### src/rtl/vector_sequencer.sv
// XY vector display command sequencer: JUMP/DRAW commands in, per-axis DAC samples out.
// Optional endpoint dwell is enabled with VECTOR_SEQ_DWELL_EN (adds DWELL_CYCLES, D_DWELL).
module vector_sequencer #(
    parameter int WIDTH         = 12,
    parameter int SETTLE_CYCLES = 64,
    parameter int SETTLE_W      = 8
`ifdef VECTOR_SEQ_DWELL_EN
    ,
    parameter int DWELL_CYCLES  = 8
`endif
) (
    input  logic             clk,
    input  logic             reset,
    input  logic             cmd_valid,
    output logic             cmd_ready,
    input  logic             cmd_op,
    input  logic [WIDTH-1:0] cmd_x,
    input  logic [WIDTH-1:0] cmd_y,
    output logic             dac_valid,
    input  logic             dac_ready,
    output logic [WIDTH-1:0] dac_value,
    output logic             dac_axis,
    output logic             beam_on,
    output logic             busy
);

    localparam logic [3:0] S_IDLE   = 4'd0;
    localparam logic [3:0] S_JX     = 4'd1;
    localparam logic [3:0] S_JY     = 4'd2;
    localparam logic [3:0] S_SETTLE = 4'd3;
    localparam logic [3:0] S_DINIT  = 4'd4;
    localparam logic [3:0] S_DSTEP  = 4'd5;
    localparam logic [3:0] S_DX     = 4'd6;
    localparam logic [3:0] S_DY     = 4'd7;
    localparam logic [3:0] S_DWELL  = 4'd8;

    localparam int EW = WIDTH + 2;

    logic [3:0]             state_q, state_d;
    logic [WIDTH-1:0]       cur_x_q, cur_x_d;
    logic [WIDTH-1:0]       cur_y_q, cur_y_d;
    logic [WIDTH-1:0]       tx_q, tx_d;
    logic [WIDTH-1:0]       ty_q, ty_d;
    logic [WIDTH-1:0]       dx_q, dx_d;
    logic [WIDTH-1:0]       dy_q, dy_d;
    logic                   sx_q, sx_d;
    logic                   sy_q, sy_d;
    logic signed [EW-1:0]   err_q, err_d;
    logic [SETTLE_W-1:0]    cnt_q, cnt_d;
    logic                   vld_q, vld_d;
    logic [WIDTH-1:0]       val_q, val_d;
    logic                   axis_q, axis_d;
    logic                   beam_q, beam_d;
    logic                   ychg_q, ychg_d;

    logic                   xfer;
    logic                   at_tgt;
    logic [WIDTH-1:0]       init_dx, init_dy;
    logic signed [EW:0]     e2;
    logic                   stepx, stepy;
    logic signed [EW-1:0]   sub_v, add_v, err_step;
    logic [WIDTH-1:0]       nx, ny;
    logic [3:0]             done_state;
    logic [SETTLE_W-1:0]    done_cnt;
    logic [3:0]             fin_state;
    logic [SETTLE_W-1:0]    fin_cnt;

    assign cmd_ready = (state_q == S_IDLE);
    assign busy      = (state_q != S_IDLE);
    assign dac_valid = vld_q;
    assign dac_value = val_q;
    assign dac_axis  = axis_q;
    assign beam_on   = beam_q;

    assign xfer   = vld_q && dac_ready;
    assign at_tgt = (cur_x_q == tx_q) && (cur_y_q == ty_q);

    // Bresenham stepper datapath; err never overflows EW bits for any endpoints
    always_comb begin
        init_dx = (tx_q >= cur_x_q) ? tx_q - cur_x_q : cur_x_q - tx_q;
        init_dy = (ty_q >= cur_y_q) ? ty_q - cur_y_q : cur_y_q - ty_q;
        e2      = $signed({err_q, 1'b0});
        stepx   = e2 > -$signed({3'b000, dy_q});
        stepy   = e2 < $signed({3'b000, dx_q});
        sub_v   = '0;
        add_v   = '0;
        if (stepx) sub_v = $signed({2'b00, dy_q});
        if (stepy) add_v = $signed({2'b00, dx_q});
        err_step = err_q - sub_v + add_v;
        nx = cur_x_q;
        ny = cur_y_q;
        if (stepx) nx = sx_q ? cur_x_q - 1'b1 : cur_x_q + 1'b1;
        if (stepy) ny = sy_q ? cur_y_q - 1'b1 : cur_y_q + 1'b1;
    end

    // Where a draw goes once its final point has been transferred
`ifdef VECTOR_SEQ_DWELL_EN
    assign done_state = (DWELL_CYCLES == 0) ? S_IDLE : S_DWELL;
    assign done_cnt   = SETTLE_W'(DWELL_CYCLES);
`else
    assign done_state = S_IDLE;
    assign done_cnt   = '0;
`endif
    assign fin_state = at_tgt ? done_state : S_DSTEP;
    assign fin_cnt   = at_tgt ? done_cnt : cnt_q;

    // Next-state logic for the sequencer FSM and its datapath registers
    always_comb begin
        state_d = state_q;
        cur_x_d = cur_x_q;
        cur_y_d = cur_y_q;
        tx_d    = tx_q;
        ty_d    = ty_q;
        dx_d    = dx_q;
        dy_d    = dy_q;
        sx_d    = sx_q;
        sy_d    = sy_q;
        err_d   = err_q;
        cnt_d   = cnt_q;
        vld_d   = vld_q;
        val_d   = val_q;
        axis_d  = axis_q;
        beam_d  = beam_q;
        ychg_d  = ychg_q;
        unique case (state_q)
            S_IDLE: begin
                if (cmd_valid) begin
                    tx_d = cmd_x;
                    ty_d = cmd_y;
                    if (cmd_op) begin
                        state_d = S_DINIT;
                    end else begin
                        state_d = S_JX;
                        beam_d  = 1'b0;
                        vld_d   = 1'b1;
                        val_d   = cmd_x;
                        axis_d  = 1'b0;
                    end
                end
            end
            S_JX: begin
                if (xfer) begin
                    val_d   = ty_q;
                    axis_d  = 1'b1;
                    state_d = S_JY;
                end
            end
            S_JY: begin
                if (xfer) begin
                    vld_d   = 1'b0;
                    cur_x_d = tx_q;
                    cur_y_d = ty_q;
                    if (SETTLE_CYCLES == 0) begin
                        state_d = S_IDLE;
                    end else begin
                        state_d = S_SETTLE;
                        cnt_d   = SETTLE_W'(SETTLE_CYCLES);
                    end
                end
            end
            S_SETTLE: begin
                cnt_d = cnt_q - 1'b1;
                if (cnt_q <= SETTLE_W'(1)) state_d = S_IDLE;
            end
            S_DINIT: begin
                dx_d  = init_dx;
                dy_d  = init_dy;
                sx_d  = tx_q < cur_x_q;
                sy_d  = ty_q < cur_y_q;
                err_d = $signed({2'b00, init_dx}) - $signed({2'b00, init_dy});
                if (init_dx == '0 && init_dy == '0) begin
                    state_d = S_IDLE;
                end else begin
                    beam_d  = 1'b1;
                    state_d = S_DSTEP;
                end
            end
            S_DSTEP: begin
                err_d   = err_step;
                cur_x_d = nx;
                cur_y_d = ny;
                ychg_d  = stepy;
                vld_d   = 1'b1;
                if (stepx) begin
                    val_d   = nx;
                    axis_d  = 1'b0;
                    state_d = S_DX;
                end else begin
                    val_d   = ny;
                    axis_d  = 1'b1;
                    state_d = S_DY;
                end
            end
            S_DX: begin
                if (xfer) begin
                    if (ychg_q) begin
                        val_d   = cur_y_q;
                        axis_d  = 1'b1;
                        state_d = S_DY;
                    end else begin
                        vld_d   = 1'b0;
                        state_d = fin_state;
                        cnt_d   = fin_cnt;
                    end
                end
            end
            S_DY: begin
                if (xfer) begin
                    vld_d   = 1'b0;
                    state_d = fin_state;
                    cnt_d   = fin_cnt;
                end
            end
`ifdef VECTOR_SEQ_DWELL_EN
            S_DWELL: begin
                cnt_d = cnt_q - 1'b1;
                if (cnt_q <= SETTLE_W'(1)) state_d = S_IDLE;
            end
`endif
            default: state_d = S_IDLE;
        endcase
    end

    // State register with synchronous active-low reset; reset drops any in-flight sample
    always_ff @(posedge clk) begin
        if (!reset) begin
            state_q <= S_IDLE;
            cur_x_q <= '0;
            cur_y_q <= '0;
            tx_q    <= '0;
            ty_q    <= '0;
            dx_q    <= '0;
            dy_q    <= '0;
            sx_q    <= 1'b0;
            sy_q    <= 1'b0;
            err_q   <= '0;
            cnt_q   <= '0;
            vld_q   <= 1'b0;
            val_q   <= '0;
            axis_q  <= 1'b0;
            beam_q  <= 1'b0;
            ychg_q  <= 1'b0;
        end else begin
            state_q <= state_d;
            cur_x_q <= cur_x_d;
            cur_y_q <= cur_y_d;
            tx_q    <= tx_d;
            ty_q    <= ty_d;
            dx_q    <= dx_d;
            dy_q    <= dy_d;
            sx_q    <= sx_d;
            sy_q    <= sy_d;
            err_q   <= err_d;
            cnt_q   <= cnt_d;
            vld_q   <= vld_d;
            val_q   <= val_d;
            axis_q  <= axis_d;
            beam_q  <= beam_d;
            ychg_q  <= ychg_d;
        end
    end

endmodule

### config.mk
export PLATFORM = sky130hd
export DESIGN_NAME = vector_sequencer
export DESIGN_NICKNAME = d
export VERILOG_FILES = /design/src/rtl/vector_sequencer.sv
export SDC_FILE = /design/constraint.sdc
export NUM_CORES = 1
export LEC_CHECK = 0
export BUFFER_PORTS_ARGS = -buffer_cell sky130_fd_sc_hd__clkbuf_2
export CAP_MARGIN = 20
export CORE_MARGIN = 1.5
export CORE_UTILIZATION = 48
export DETAILED_ROUTE_END_ITERATION = 10
export PLACE_DENSITY_LB_ADDON = 0.08
export SYNTH_ARGS = -nofsm -noshare
export SYNTH_HDL_FRONTEND = slang
export SYNTH_SLANG_ARGS = --single-unit
### constraint.sdc
create_clock -name clk -period 7.5 [get_ports clk]
set_clock_uncertainty 0.05 [all_clocks]
set_input_delay 0.75 -clock clk [delete_from_list [all_inputs] [get_ports clk]]
set_output_delay 0.75 -clock clk [all_outputs]
set_load 0.05 [all_outputs]
==> out/metrics.yaml, run 1 <==
worst_setup_path:
  crit_buf_inv: 2
  crit_start: "dy_q[2]"
  arrival_ns: 6.38
  r2r-start: "dy_q[2]"
  crit_top_cell: "o21ai_0"
  max_stage_delay_ns: 0.58
  critPathKind: "register to register"
  reg2reg_depth: 26
  path_depth: 26
  crit_fanout: 26
  critical-path-top-delay-family: "simple AND/OR/NAND/NOR gates"
  startpoint_type: "register"
  crit_required_ns: 7.79
  cpMaxStageDelayCell: "or4_1"
  cp-end-kind: "register"
detailed_routing:
  drt_first_pass_iters: 5
  final_antenna_net_count: 0
  wl_um: 33400
  dr.first_iter.drc_count: 716
  drc: 0
  via_per_inst: 5.93
  vias: 10100
  detail_route.wl_per_cell_um: 19.5
logic_synthesis:
  netlist.area_leader.share_pct: 21.4
  synth-xor-area-share_pct: 5.54
  syn_area_um2: 10700
  synthMuxAreaShare_pct: 3.24
  synth_top_cell_by_area: "dfxtp_1"
  ys_async_sr_fraction_pct: 0
  syn_avg_cell_area_um2: 7.65
  yosysMostFrequentCell: "nand2_1"
  synth_top_family_by_area: "compound AO/OA/AOI/OAI gates"
  synth_nets: 1573
  ys_top_cells_by_area: "dfxtp_1 21%, ha_1 14%, a21oi_1 5.6%, nand2_1 4.9%, nor2_1 4.7%"
  ys_ff_latch: 115
  synthAdderAreaFrac_pct: 17.6
  synth_commonest_cells: "141 x nand2_1, 135 x nor2_1, 125 x inv_1"
  synthCells: 1404
  synthSimpleGateAreaFrac_pct: 21.0
  synth_warnings: 0
  ys.flop_type: "dfxtp_1"
  synth_cell_types: 85
  synth_edf_count: 0
  synth-compound-area-share_pct: 24.1
  synth-seq-area-share_pct: 21.4
sta:
  finalHoldViolations: 0
  maxSlewHeadroom_pct: 35.8
  fin_setup_tns_ns: 0
  worst_slew_pin_slew_ns: 0.962
  fmax_mhz: 164
  drv_slew: 0
  setup_viol: 0
  period_share_pct: 81.2
  period_needed_ns: 6.09
  rsz0062_at_grt: "no"
clocking:
  htree_num_levels: 4
  ctsHoldBuffers: 0
  root_buffer: "clkbuf_16"
  cts_resized: 0
  cts.sinks: 115
  cts_buffers: 17
  path_clk_slew_ns: 0.06
  clk_path_buf_depth: 2
  insertion_delay_ns: 0.43
  cts_tree: "done"
  post-cts-setup-buffer-count: 0
finish:
  n_fill_cell: 2209
  area_growth_pct: 9.78
  nets: 1586
  drive_gt1_share_pct: 9.58
grt:
  track_usage_pct: 29.1
  antenna_found_initial: 1
  grt_pass1_wl_um: 53900
  grt_pass1_vias: 9894
  grt_max_degree: 52
  gr-total-overflow: 0
floorplanning:
  die-area_um2: 23300
  dieHeight_um: 153
  core_area_um2: 21900
  initial_core_util_pct: 49.0
  row_count: 54
  pin_count: 46
  die_w_um: 153
worst_hold_path:
  hold_path.class: "register to register"
  hold_depth: 2
  worstHoldStart: "dac_value[5]"
flow_run:
  cap_viol_max_count: 0
placed_design:
  dp_hpwl_um: 25400
  port-buffer-count: 45
  place_congestion: 0.920
run_status:
  status: "completed"
[worst min-delay path: cells and delay by family, from the launching register on]
kind | cells | cell delay (ns)
DFF | 1 | 0.31
and+or+nand+nor | 1 | 0.05
AOI/OAI and AO/OA | 1 | 0.05
[logic make-up (layout without fill, tap and decap cells)]
| group | after synthesis | count (layout) |
|---|---|---|
| buffers and inverters | 193 | 219 |
| AND/OR/NAND/NOR | 464 | 464 |
| flip-flops | 115 | 115 |
| XOR/XNOR | 67 | 67 |
| adder cells (fa/ha/maj) | 140 | 140 |
| multiplexers | 34 | 34 |
| AO/OA/AOI/OAI | 391 | 391 |
| other | 0 | 1 |
[layout make-up]
cell class / instances / area, µm² / share of cell area [%]
clock buffers: 19 / 453 / 3.84
multi-input cells: 1096 / 7690 / 65.2
diodes: 1 / 2.50 / 0.0212
clock inverters: 13 / 171 / 1.45
inverters: 126 / 473 / 4.01
flip-flops and latches: 115 / 2300 / 19.5
well taps: 280 / 350 / 2.97
repair buffers: 61 / 345 / 2.93
[per-stage QoR]
step	worst slack, ns	hold slack [ns]	util, %	cells	instance area, µm²
6_report	1.41	0.407	53.8	1711	11800
5_1_grt	0.943	0.433	53.8	1711	11800
4_1_cts	1.38	0.409	53.8	1710	11800
3_5_place_dp	1.42	0.399	51.0	1678	11200
3_3_place_gp	1.53	0.394	51.0	1678	11200
2_1_floorplan	1.56	0.400	-	1404	10700
[layer usage]
metal	wire, µm	global-route usage, %	vias up
met5	0	0	-
li1	-	-	4993
met4	1100	11.4	0
met2	15800	49.3	330
met3	1750	2.87	57
met1	14800	38.0	4762
[placed cells by master, fill, tap and decap left out, types with 5 or more instances in the layout]
cell type	netlist	routed
nor2_1	135	134
o21ai_0	63	63
clkbuf_16	0	17
o21a_1	15	15
o31ai_1	7	7
a221oi_1	17	17
inv_1	125	124
nand3_1	19	19
a22oi_1	6	6
xor2_1	24	24
o22ai_1	17	17
fa_1	19	19
nand2b_1	25	25
or3_1	9	9
dfxtp_1	115	114
nand3b_1	5	5
o211ai_1	11	11
or2_2	6	6
a211oi_1	33	33
a21o_1	17	17
a2111o_1	5	5
a31oi_1	13	13
o221ai_1	13	13
nor2b_1	38	38
ha_1	121	121
mux2i_1	28	28
and3_1	7	7
nor4_1	9	9
a21oi_1	121	120
nor3_1	30	30
mux2_2	6	6
and2_1	9	9
nand2_1	141	141
xnor2_1	42	41
buf_4	5	16
clkbuf_2	0	45
[path summary, 6_finish.rpt]
| check | to | slack [ns] |
|---|---|---|
| worst max register to register | err_q[10] | 1.41 |
| worst max-delay path | err_q[10] | 1.41 |
| worst min register to register | dac_value[5] | 0.41 |
| worst min-delay path | dac_value[5] | 0.41 |
[registers in the layout (all words and copies together) (netlist names), 3 cells and up]
name,count
dy_q,12
cur_y_q,12
state_q,3
tx_q,12
cur_x_q,12
dx_q,12
cnt_q,8
ty_q,12
err_q,14
dac_value,12
Power of run 1 is left out: the tool's default activity adds up to more than one toggle a clock period on the data nets, which glitch-free logic cannot reach.
==> inputs of run 2 (changes only) <==
--- a/config.mk
+++ b/config.mk
@@ -5,6 +5,7 @@
 export SDC_FILE = /design/constraint.sdc
 export NUM_CORES = 1
 export LEC_CHECK = 0
+export ABC_AREA = 1
 export BUFFER_PORTS_ARGS = -buffer_cell sky130_fd_sc_hd__clkbuf_2
 export CAP_MARGIN = 20
 export CORE_MARGIN = 1.5
==> constraint.sdc (replaced) <==
create_clock -name clk -period 5 [get_ports clk]
set_clock_uncertainty 0.05 [all_clocks]
set_input_delay 0.5 -clock clk [delete_from_list [all_inputs] [get_ports clk]]
set_output_delay 0.5 -clock clk [all_outputs]
set_load 0.05 [all_outputs]
==> run 2 against run 1 <==
Net effect: cell area is 12% higher; synthesized area is 8.4% higher; clock-buffer cell count is 2 lower; maximum frequency is 25% higher; sequential cell count stayed put; final cell count is 31% higher; wire length is 12% higher; critical endpoint is now err_q[11]; via count is 20% higher; hold slack worse by 0.12 ns; sequential share of layout area is 2.0 points lower; first-iteration DRC count is 30% higher; utilization is 2.0 points higher.
==> out/metrics.yaml, run 2 <==
clocking:
  cts.sinks: 115
  root_buffer: "clkbuf_16"
  clk_path_buf_depth: 2
  insertion_delay_ns: 0.43
  htree_num_levels: 4
  cts_tree: "done"
  ctsHoldBuffers: 0
  cts_buffers: 17
  path_clk_slew_ns: 0.06
flow_run:
  cap_viol_max_count: 0
grt:
  gr-total-overflow: 0
  grt_pass1_vias: 11500
  grt_max_degree: 49
  grt_pass1_wl_um: 59900
  track_usage_pct: 29.6
  antenna_found_initial: 0
worst_setup_path:
  startpoint_type: "register"
  crit_fanout: 5
  cp-end-kind: "register"
  critPathKind: "register to register"
  arrival_ns: 5.15
  crit_required_ns: 5.28
  max_stage_delay_ns: 0.56
  cpMaxStageDelayCell: "fa_1"
finish:
  multi_input_area_um2: 8230
  ff_latch_area_um2: 2310
  final_cell_count_no_fill: 2241
  largest_register_ffs: 14
  final_cell_mix: "488 x nand2_1, 291 x inv_1, 164 x a21oi_1, 141 x o21ai_0, 114 x ha_1"
  drive_gt1_share_pct: 10.6
  utilization_pct: 55.8
  antenna_cells: 0
  nets: 2079
  largest_register: "err_q"
  area_growth_pct: 13.2
  n_fill_cell: 2448
  final_common_cell: "nand2_1"
detailed_routing:
  wl_um: 37300
  vias: 12200
  final_antenna_net_count: 0
  via_per_inst: 5.44
  drc: 0
  drt_first_pass_iters: 5
  dr.first_iter.drc_count: 932
  detail_route.wl_per_cell_um: 16.6
logic_synthesis:
  synth_commonest_cells: "490 x nand2_1, 294 x inv_1, 168 x a21oi_1"
  ys_top_cells_by_area: "dfxtp_1 20%, nand2_1 16%, ha_1 13%, inv_1 9.5%, a21oi_1 7.2%"
  synth_cell_types: 50
  syn_area_um2: 11600
  synth_nets: 2030
  ys_async_sr_fraction_pct: 0
  synth_top_cell_by_area: "dfxtp_1"
  yosysMostFrequentCell: "nand2_1"
  synth_edf_count: 0
  synth-seq-area-share_pct: 19.8
  syn_avg_cell_area_um2: 6.25
  synth_warnings: 0
  netlist.area_leader.share_pct: 19.8
  ys.flop_type: "dfxtp_1"
  synthCells: 1861
  ys_ff_latch: 115
worst_hold_path:
  hold_path.class: "input pin to register"
sta:
  worst_slew_pin_slew_ns: 1.00
  period_needed_ns: 4.87
  finalHoldViolations: 0
  period_share_pct: 97.4
  fmax_mhz: 205
  setup_viol: 0
  drv_slew: 0
  maxSlewHeadroom_pct: 32.8
  rsz0062_at_grt: "yes"
floorplanning:
  core_area_um2: 23600
  row_count: 56
  dieHeight_um: 159
  initial_core_util_pct: 49.3
  die_w_um: 159
  pin_count: 46
  die-area_um2: 25200
placed_design:
  port-buffer-count: 45
  dp_hpwl_um: 28700
  place_congestion: 0.919
  dp.cells: 2198
run_status:
  status: "completed"
## run 2: cell types whose count changed in the layout (fill, tap and decap cells not counted), sizes merged, moves of 28 or more
cell    change
nand2     +365
inv       +177
nand3      +84
o21ai      +79
a21oi      +49
nor2b      -39
a211oi     -31
xnor2      -29
mux2i      -28
## run 2: per-layer routing
layer	GRT usage (%)	vias to the layer above	part of all wire (%)
met1	37.7	5609	44
li1	-	6147	-
met3	4.02	75	5.3
met5	0	-	0
met2	51.3	350	48
met4	9.26	0	2.7
## run 2: critical path: cells and delay by family, from the launching register on
kind                       cells  cell delay, ns
and+or+nand+nor               17            2.10
adders and majority gates      3            1.15
AOI/OAI and AO/OA              5            0.78
DFF                            1            0.37
buffers and inverters          3            0.17
xor gates and xnor gates       1            0.15
## run 2: area by class of cell
class	instances	share of cell area, %
multi-input cells	1395	62.5
clock buffers	17	3.23
flip-flops and latches	115	17.5
inverters	302	8.62
repair buffers	79	3.67
well taps	319	3.03
clock inverters	14	1.46
## run 2: timing repair
item,4_1_cts,5_1_grt
setup endpoints to repair,2,10
setup buffers,6,7
pin swaps,11,29
resized for setup,10,44
## run 2: kinds of logic after synthesis
| family | count (synthesis) | share of synthesized area (%) |
|---|---|---|
| XOR/XNOR | 53 | 3.99 |
| adder cells (fa/ha/maj) | 140 | 16.3 |
| AO/OA/AOI/OAI | 395 | 18.7 |
| flip-flops | 115 | 19.8 |
| AND/OR/NAND/NOR | 807 | 29.6 |
| buffers and inverters | 351 | 11.6 |
## run 2: path summary, 6_finish.rpt
kind	start	endpoint	slack, ns	cells past startpoint
hold / removal	cmd_y[11]	ty_q[11]	0.29	3
setup / recovery	dy_q[0]	err_q[11]	0.13	29
setup reg to reg	dy_q[0]	err_q[11]	0.13	29
hold reg to reg	dac_value[10]	dac_value[10]	0.42	2
## run 2: per-stage QoR
stage          hold slack [ns]  setup WS [ns]  cell area (µm²)  TNS (ns)
3_5_place_dp             0.412        -0.0325            12200   -0.0539
4_1_cts                  0.277        0.00860            12900         0
5_1_grt                  0.303         -0.143            13200    -0.359
2_1_floorplan            0.407         0.0669            11700         0
3_3_place_gp             0.404         0.0689            12200         0
6_report                 0.287          0.129            13200         0
Power of run 2 is left out for the same reason.
